`config.mk`:
```
export PLATFORM = sky130hd
export DESIGN_NAME = pin_route_matrix_flat
export DESIGN_NICKNAME = d
export VERILOG_FILES = /design/src/rtl/pin_route_matrix_if.sv /design/src/rtl/pin_route_matrix.sv /design/src/flat_wrapper.sv
export SDC_FILE = /design/constraint.sdc
export NUM_CORES = 1
export LEC_CHECK = 0
export CAP_MARGIN = 10
export CORE_MARGIN = 4
export CORE_UTILIZATION = 55
export CTS_CLUSTER_DIAMETER = 60
export DETAILED_ROUTE_END_ITERATION = 12
export HOLD_SLACK_MARGIN = 0.12
export PLACE_DENSITY = 0.7
export SYNTH_ARGS = -nofsm -noshare
export SYNTH_HDL_FRONTEND = slang
export SYNTH_SLANG_ARGS = --single-unit
export TNS_END_PERCENT = 100
```
`constraint.sdc`:
```
create_clock -name clk -period 2.4 [get_ports clk]
set_input_delay 0.48 -clock clk [delete_from_list [all_inputs] [get_ports clk]]
set_output_delay 0.48 -clock clk [all_outputs]
set_load 0.03 [all_outputs]
```
`src/rtl/pin_route_matrix_if.sv`:
```
// rtl/pin_route_matrix_if.sv - route table configuration and commit bus
interface pin_route_matrix_if #(
    parameter int N_SRC = 36,
    parameter int N_DST = 35,
    parameter int SW    = $clog2(N_SRC),
    parameter int DW    = $clog2(N_DST)
);
    logic          cfg_valid;
    logic          cfg_ready;
    logic [DW-1:0] cfg_dst;
    logic [SW-1:0] cfg_src;
    logic          cfg_en;
    logic          cfg_inv;
    logic          cfg_err;
    logic          commit;
    logic          busy;

    modport master (
        output cfg_valid, cfg_dst, cfg_src, cfg_en, cfg_inv, commit,
        input  cfg_ready, cfg_err, busy
    );

    modport slave (
        input  cfg_valid, cfg_dst, cfg_src, cfg_en, cfg_inv, commit,
        output cfg_ready, cfg_err, busy
    );
endinterface

```
`src/rtl/pin_route_matrix.sv`:
```
// rtl/pin_route_matrix.sv - reconfigurable source-to-destination pin router
// Shadow/active route tables; commits swap them with a break-before-make window.
module pin_route_matrix #(
    parameter int N_SRC       = 36,
    parameter int N_DST       = 35,
    parameter int SYNC_STAGES = 2,
    parameter int BBM_CYCLES  = 4,
    parameter int SW          = $clog2(N_SRC),
    parameter int DW          = $clog2(N_DST)
) (
    input  logic               clk,
    input  logic               rst_n,
    input  logic [N_SRC-1:0]   src_in,
    output logic [N_DST-1:0]   dst_out,
    output logic [N_DST-1:0]   dst_oe,
    pin_route_matrix_if.slave  cfg
);
    typedef enum logic [1:0] {IDLE, BBM, APPLY} state_t;

    state_t           state, state_n;
    logic [7:0]       cnt, cnt_n;
    logic [N_SRC-1:0] src_s;
    logic [SW-1:0]    sh_src  [N_DST];
    logic [SW-1:0]    act_src [N_DST];
    logic [N_DST-1:0] sh_en, sh_inv, act_en, act_inv;
    logic             wr_acc, wr_bad, outs_off;

    generate
        if (SYNC_STAGES == 0) begin : g_bypass
            assign src_s = src_in;
        end else begin : g_sync
            logic [N_SRC-1:0] stage [SYNC_STAGES];
            always_ff @(posedge clk or negedge rst_n) begin
                if (!rst_n) begin
                    for (int i = 0; i < SYNC_STAGES; i++) stage[i] <= '0;
                end else begin
                    stage[0] <= src_in;
                    for (int i = 1; i < SYNC_STAGES; i++) stage[i] <= stage[i-1];
                end
            end
            assign src_s = stage[SYNC_STAGES-1];
        end
    endgenerate

    assign cfg.cfg_ready = (state == IDLE);
    assign cfg.busy      = (state != IDLE);
    assign outs_off      = (state != IDLE);
    assign wr_acc        = cfg.cfg_valid & cfg.cfg_ready;
    assign wr_bad        = (32'(cfg.cfg_dst) >= 32'(N_DST)) || (32'(cfg.cfg_src) >= 32'(N_SRC));

    always_ff @(posedge clk or negedge rst_n) begin
        if (!rst_n) begin
            state <= IDLE;
            cnt   <= '0;
        end else begin
            state <= state_n;
            cnt   <= cnt_n;
        end
    end

    always_comb begin
        state_n = state;
        cnt_n   = cnt;
        case (state)
            IDLE: begin
                if (cfg.commit) begin
                    if (BBM_CYCLES == 0) begin
                        state_n = APPLY;
                    end else begin
                        state_n = BBM;
                        cnt_n   = 8'(BBM_CYCLES);
                    end
                end
            end
            BBM: begin
                if (cnt <= 8'd1) state_n = APPLY;
                else             cnt_n   = cnt - 8'd1;
            end
            APPLY:   state_n = IDLE;
            default: state_n = IDLE;
        endcase
    end

    // A write in the same cycle as commit lands here first, so APPLY picks it up.
    always_ff @(posedge clk or negedge rst_n) begin
        if (!rst_n) begin
            for (int d = 0; d < N_DST; d++) sh_src[d] <= '0;
            sh_en       <= '0;
            sh_inv      <= '0;
            cfg.cfg_err <= 1'b0;
        end else begin
            cfg.cfg_err <= wr_acc & wr_bad;
            if (wr_acc && !wr_bad) begin
                sh_src[cfg.cfg_dst] <= cfg.cfg_src;
                sh_en[cfg.cfg_dst]  <= cfg.cfg_en;
                sh_inv[cfg.cfg_dst] <= cfg.cfg_inv;
            end
        end
    end

    always_ff @(posedge clk or negedge rst_n) begin
        if (!rst_n) begin
            for (int d = 0; d < N_DST; d++) act_src[d] <= '0;
            act_en  <= '0;
            act_inv <= '0;
        end else if (state == APPLY) begin
            act_src <= sh_src;
            act_en  <= sh_en;
            act_inv <= sh_inv;
        end
    end

    always_ff @(posedge clk or negedge rst_n) begin
        if (!rst_n) begin
            dst_out <= '0;
            dst_oe  <= '0;
        end else begin
            for (int d = 0; d < N_DST; d++) begin
                dst_oe[d]  <= act_en[d] & ~outs_off;
                dst_out[d] <= (src_s[act_src[d]] ^ act_inv[d]) & act_en[d] & ~outs_off;
            end
        end
    end
endmodule

```
`src/flat_wrapper.sv`:
```
// flat-port wrapper written by rule: the top's interface ports become plain ports
module pin_route_matrix_flat 
#(
    parameter int N_SRC       = 36,
    parameter int N_DST       = 35,
    parameter int SYNC_STAGES = 2,
    parameter int BBM_CYCLES  = 4,
    parameter int SW          = $clog2(N_SRC),
    parameter int DW          = $clog2(N_DST)
)
  (clk, rst_n, src_in, dst_out, dst_oe, cfg_cfg_valid, cfg_cfg_dst, cfg_cfg_src, cfg_cfg_en, cfg_cfg_inv, cfg_commit, cfg_cfg_ready, cfg_cfg_err, cfg_busy);
  pin_route_matrix_if #(.N_SRC(N_SRC), .N_DST(N_DST), .SW(SW), .DW(DW)) cfg_i ();
  input  logic clk;
  input  logic rst_n;
  input  logic [N_SRC-1:0] src_in;
  output logic [N_DST-1:0] dst_out;
  output logic [N_DST-1:0] dst_oe;
  input wire logic [$bits(cfg_i.cfg_valid)-1:0] cfg_cfg_valid;
  input wire logic [$bits(cfg_i.cfg_dst)-1:0] cfg_cfg_dst;
  input wire logic [$bits(cfg_i.cfg_src)-1:0] cfg_cfg_src;
  input wire logic [$bits(cfg_i.cfg_en)-1:0] cfg_cfg_en;
  input wire logic [$bits(cfg_i.cfg_inv)-1:0] cfg_cfg_inv;
  input wire logic [$bits(cfg_i.commit)-1:0] cfg_commit;
  output wire logic [$bits(cfg_i.cfg_ready)-1:0] cfg_cfg_ready;
  output wire logic [$bits(cfg_i.cfg_err)-1:0] cfg_cfg_err;
  output wire logic [$bits(cfg_i.busy)-1:0] cfg_busy;
  assign cfg_i.cfg_valid = cfg_cfg_valid;
  assign cfg_i.cfg_dst = cfg_cfg_dst;
  assign cfg_i.cfg_src = cfg_cfg_src;
  assign cfg_i.cfg_en = cfg_cfg_en;
  assign cfg_i.cfg_inv = cfg_cfg_inv;
  assign cfg_i.commit = cfg_commit;
  assign cfg_cfg_ready = cfg_i.cfg_ready;
  assign cfg_cfg_err = cfg_i.cfg_err;
  assign cfg_busy = cfg_i.busy;
  pin_route_matrix #(.N_SRC(N_SRC), .N_DST(N_DST), .SYNC_STAGES(SYNC_STAGES), .BBM_CYCLES(BBM_CYCLES), .SW(SW), .DW(DW)) u_core (.clk(clk), .rst_n(rst_n), .src_in(src_in), .dst_out(dst_out), .dst_oe(dst_oe), .cfg(cfg_i));
endmodule
```
# Word level (Yosys, flattened, before mapping)
# Index checks and enable logic that the tools add are counted.
dict set report totals {
  inputBits 54
  wordCells 366
  ff_bits 713
}
dict set report op_classes {
  bitwise_logic 144
  n_mux 83
  eq_ne 5
  add_sub_neg 1
  reduce_logical 10
  order_cmp 42
}
# op n
set op_table {}
lappend op_table {{less-than comparator 6 x 7 -> 1 bit, second input constant} 36}
lappend op_table {{binary-select mux 1 bit (select 6 bit)} 35}
lappend op_table {{bitwise mux 210 bit} 1}
lappend op_table {{bitwise AND 1 bit} 107}
lappend op_table {{bitwise mux 35 bit} 2}
lappend op_table {{demux 6 bit (select 6 bit)} 1}
lappend op_table {{2-to-1 mux 1 bit} 36}
lappend op_table {{bitwise XOR 1 bit} 35}
lappend op_table {{2-to-1 mux 8 bit} 2}
lappend op_table {{one-hot mux 8 bit (2 select lines)} 1}
lappend op_table {{>= comparator 6 bit, second input constant} 2}
lappend op_table {{less-or-equal comparator 8 x 1 -> 1 bit, second input constant} 1}
lappend op_table {{subtractor 8 x 1 -> 8 bit, second input constant} 1}
lappend op_table {{>= comparator 7 bit, second input constant} 1}
lappend op_table {{less-than comparator 7 x 1 -> 1 bit, second input constant} 1}
lappend op_table {{NOT 6 -> 7 bit} 1}
lappend op_table {{demux 1 bit (select 6 bit)} 1}
lappend op_table {{>= comparator 6 x 1 -> 1 bit, second input constant} 1}
lappend op_table {{2-to-1 mux 6 bit} 1}
lappend op_table {{2-to-1 mux 2 bit} 2}
lappend op_table {{inequality test 2 bit, second input constant} 2}
lappend op_table {{one-hot mux 2 bit (2 select lines)} 1}
lappend op_table {{nonzero test 2 bit} 2}
lappend op_table {{logical AND 1 bit} 3}
lappend op_table {{other kinds (9)} 9}

# Logic depth before layout (Yosys ltp)
dict set report logic_depth {
  ltp_word 6
  depth_mapped 7
}

# Least setup slack after synthesis
# OpenSTA, ideal clock, no wires.
dict set report synth_path {
  path_kind {input port to flip-flop}
  start {in cfg_cfg_src[2]}
  end {reg u_core.sh_src[6] (netlist name)}
  required_time_ns 2.275
  slack_ns -0.175
  cell_stages 7
  n_path_buf 2
  t_arrival_ns 2.450
  setup_ns 0.125
  path_cell_list {clkbuf_1 -> o31ai_1 -> nand3_1 -> or4_1 -> buf_2 -> nor4b_4 -> mux2_2}
}
dict set report synth_between {
  elab_chain_len 4
}
# element line
set synth_lines {}
lappend synth_lines {{start, declared} flat_wrapper.sv:20} ;# input wire logic [$bits(cfg_i.cfg_src)-1:0] cfg_cfg_src;
lappend synth_lines {{>= comparator 6 bit} pin_route_matrix.sv:49} ;# assign wr_bad = (32'(cfg.cfg_dst) >= 32'(N_DST)) || (32'(cfg.cfg_src) >= 32'(N_SRC));
lappend synth_lines {{logical OR 1 bit} pin_route_matrix.sv:49}
lappend synth_lines {{logical NOT 1 bit} pin_route_matrix.sv:93} ;# if (wr_acc && !wr_bad) begin
lappend synth_lines {{logical AND 1 bit} pin_route_matrix.sv:93}
lappend synth_lines {{end signal, assigned by index} pin_route_matrix.sv:94} ;# sh_src[cfg.cfg_dst] <= cfg.cfg_src;
lappend synth_lines {{end, declared} pin_route_matrix.sv:23} ;# logic [SW-1:0] sh_src [N_DST];
# Every way passes these cells.
# A chain may end at the register's enable or synchronous reset.

# Worst setup path in the final report
dict set report layout_path {
  start {reg u_core.state[1]}
  end {out cfg_cfg_ready}
}
dict set report layout_between {
  elab_chain_len 1
}
# element line
set layout_lines {}
lappend layout_lines {{start, declared} pin_route_matrix.sv:20} ;# state_t state, state_n;
lappend layout_lines {{start signal, assigned} pin_route_matrix.sv:56} ;# state <= state_n;
lappend layout_lines {{logical NOT 2 bit} pin_route_matrix.sv:45} ;# assign cfg.cfg_ready = (state == IDLE);
lappend layout_lines {{end, declared} flat_wrapper.sv:24} ;# output wire logic [$bits(cfg_i.cfg_ready)-1:0] cfg_cfg_ready;
# Every way passes these cells.

==> impl_metrics.csv <==
group,metric,value,unit
run_status,outcome,"finished, final reports clean",
die,initial_core_util,55.6,%
clock_network,clk_latency,0.65,ns
layout,num_antenna_cells,0,
die,fp-row-count,95,
timing,slew_headroom,45.0,%
critical_path,crit_start,"u_core.state[1]",
timing,setup_viol,0,
global_route,antenna_found_initial,0,
clock_network,h-tree-depth,3,
timing,finalCritPeriodShare,96.7,%
timing,min_period,2.32,ns
detailed_routing,wire_per_inst,30.3,um
critical_path,critPathCaptureType,"output pin",
timing,fmax,431,MHz
detailed_routing,final_antenna_net_count,0,
logic_synthesis,ys_seq_area_share,47.6,%
global_route,grt_remaining_overflow,0,
timing,hold_ws,0.276,ns
hold_path,min_from,"src_in[6]",
clock_network,clock_sinks,713,
flow_run,max-cap-violations,0,
logic_synthesis,synth_seq_cells,713,
placed_design,dpl.hpwl,58000,um
placed_design,placed_area,0.0407,sq mm
timing,max_slew.worst_pin.slew,0.824,ns
detailed_routing,wirelength,108000,um
power_and_ir_drop,pwr-share-seq,44.8,%
hold_path,whs_path_depth,1,
power_and_ir_drop,swShare,25.2,%
logic_synthesis,async_reset_ff_share,100,%
logic_synthesis,synth_ff_type,"dfrtp_1",
power_and_ir_drop,combPwrFrac,11.5,%
timing,hold_violations,0,
placed_design,gp_congestion,0.826,
logic_synthesis,synth_top_area_cell,"dfrtp_1",
layout,drive_gt1_share,44.1,%
detailed_routing,vias,24900,
logic_synthesis,synth_edf_count,0,
timing,slew_violations,0,
critical_path,regToRegStartpoint,"u_core.act_src[169]",
placed_design,place_inst,3435,
logic_synthesis,synth_nets,2634,
logic_synthesis,synth_area,0.0375,sq mm
clock_network,tritoncts,"built",
detailed_routing,drtPass1Iterations,8,
layout,nets,2702,
global_route,grt_pass1_vias,25800,
die,pin_count,127,
timing,fin_skew,0.0342,ns
clock_network,clockBufferDepth,3,
hold_path,hold_class,"in -> reg",
critical_path,path_max_fanout,15,
layout,fillerInstances,4764,
critical_path,rr_worst_depth,6,
logic_synthesis,avgSynthCellArea,14.5,sq um
power_and_ir_drop,cellPowerDensity,664,mW/mm^2
logic_synthesis,synthCells,2578,
critical_path,worstSetupPathType,"reg -> out",
power_and_ir_drop,p_sw,7.27,mW
global_route,grt_max_degree,95,
clock_network,root_buffer,"clkbuf_16",
logic_synthesis,synth_cell_types,46,
die,die_x,269,um
power_and_ir_drop,clkPwrFrac,43.8,%
logic_synthesis,yosys_warnings,0,
clock_network,clk_pin_slew_worst_paths,0.06,ns
clock_network,numCtsBuffers,80,
layout,area_growth,16.0,%
layout,fin_util,64.5,%
detailed_routing,drt_iter0_drc,2882,
logic_synthesis,synth_top_area_share,47.6,%
global_route,track_usage,30.3,%
power_and_ir_drop,internal_power,21.6,mW
critical_path,crit_required,1.92,ns
global_route,grt_first_pass_wirelength,164000,um
detailed_routing,drc,0,
timing,rsz0062_at_grt,"false",
critical_path,setup.worst_path.start_class,"flop",
layout,stdcell_area,0.0435,sq mm
layout,instances_no_fill,3575,
die,core,0.0674,sq mm
placed_design,portBuffers,126,
die,die_h,269,um
detailed_routing,viasPerCell,6.98,
power_and_ir_drop,power.leakage,18.7,nW
critical_path,cp.arrival,1.84,ns
logic_synthesis,synthTopCellsByArea,"dfrtp_1 (48%), mux4_2 (19%), mux2_2 (17%)",
power_and_ir_drop,peakVddDrop,0.543,mV
die,die-area,0.0724,sq mm
[flip-flops by register name (all words and copies together), names as in the netlist]
register	flops
u_core.g_sync.stage	36
u_core.sh_src	210
u_core.cfg.cfg_err	1
u_core.dst_out	35
u_core.sh_inv	35
u_core.dst_oe	35
u_core.sh_en	35
u_core.act_src	210
u_core.state	2
u_core.act_en	35
u_core.src_s	36
u_core.act_inv	35
u_core.cnt	8
[stage by stage]
stage	setup TNS [ns]	power [mW]	setup WS (ns)
finish	0	28.9	0.0783
global route	0	29.8	0.00796
CTS	0	29.0	0.0465
detailed placement	-105.69	16.4	-0.512
global placement	-96.04	16.2	-0.478
floorplan	-0.868	14.8	-0.0629
[critical path, cell delays in order (launching register included)]
cell	delay (ns)
dfrtp_1	0.41
nor2_4	0.16
buf_12	0.18
buf_4	0.23
buf_4	0.19
[per-layer routing]
metal | routed length [um] | vias to the layer above | track usage (%)
met5 | 0 | - | 0
met4 | 5720 | 0 | 13.4
met3 | 12300 | 391 | 8.46
met2 | 49900 | 1599 | 46.8
met1 | 40600 | 13000 | 40.9
li1 | - | 9982 | -
[cell families (layout without fill, tap and decap cells)]
logic type | count (synthesis) | in the layout | synth area share, %
and+or+nand+nor | 401 | 401 | 7.05
DFF | 713 | 713 | 47.6
adders and majority gates | 2 | 2 | 0.0668
muxes | 981 | 981 | 38.6
AOI/OAI and AO/OA | 183 | 183 | 3.65
xor gates and xnor gates | 5 | 5 | 0.117
buffers and inverters | 293 | 417 | 2.95
[Yosys cell counts, drive strengths merged (2+ instances only)]
cell type,number
nor4,2
o311ai,34
nor4b,38
and3,2
o21ai,3
inv,6
dfrtp,713
mux2i,106
nand2b,70
a211o,34
nor2b,71
nand4,35
a211oi,35
clkbuf,236
xor2,4
ha,2
a21oi,36
o21bai,2
buf,51
mux2,561
and2,40
nor2,15
a22oi,34
mux4,314
nand3,5
nor3b,4
nor3,8
nand2,71
nor4bb,35
[power groups by stage]
stage	Clock, mW	Combinational (mW)	Sequential (mW)
floorplan	0	1.86	12.9
global placement	0	3.15	13.1
detailed placement	0	3.24	13.1
CTS	12.9	3.26	12.9
global route	13.4	3.47	13.0
finish	12.6	3.31	12.9
[layout make-up]
| cell class | count | area (sq um) | share of cell area [%] |
|---|---|---|---|
| clock inverters | 30 | 399 | 0.918 |
| well taps | 873 | 1090 | 2.51 |
| repair buffers | 273 | 3210 | 7.39 |
| flip-flops and latches | 713 | 17800 | 41.1 |
| inverters | 6 | 22.5 | 0.0518 |
| clock buffers | 108 | 2330 | 5.36 |
| multi-input cells | 1572 | 18600 | 42.7 |
[what timing repair did]
action,CTS,global route
resized for setup,1,8
gates cloned,0,0
hold buffers,1,0
pin swaps,1,0
endpoints found under the setup margin,2,14
buffers inserted,1,0
hold endpoints to repair,44,0
[layout by cell type, fill, tap and decap left out, drive strengths merged, types with 4 or more instances in the layout]
cell type / synthesis / final
and2: 40 / 40
nor3b: 4 / 4
a211o: 34 / 34
buf: 51 / 148
a22oi: 34 / 34
nor2: 15 / 15
nor4b: 38 / 38
bufinv: 0 / 7
clkinv: 0 / 12
dfrtp: 713 / 713
a21oi: 36 / 36
clkdlybuf4s50: 0 / 123
nand4: 35 / 35
nand2: 71 / 71
nand3: 5 / 5
inv: 6 / 14
a211oi: 35 / 35
mux2i: 106 / 106
nor2b: 71 / 71
xor2: 4 / 4
mux2: 561 / 561
nand2b: 70 / 70
o311ai: 34 / 34
nor4bb: 35 / 35
clkbuf: 236 / 108
mux4: 314 / 314
nor3: 8 / 8
[worst paths after layout]
check | end | slack (ns)
worst max-delay path | cfg_cfg_ready | 0.08
worst min-delay path | u_core.g_sync.stage[42] | 0.28
worst max register to register | u_core.dst_out[6] | 0.11
worst min register to register | u_core.src_s[10] | 0.34
max in group asynchronous | u_core.act_src[202] | 1.02
min in group asynchronous | u_core.dst_out[1] | 0.38
(Power assumes the default switching activity.)
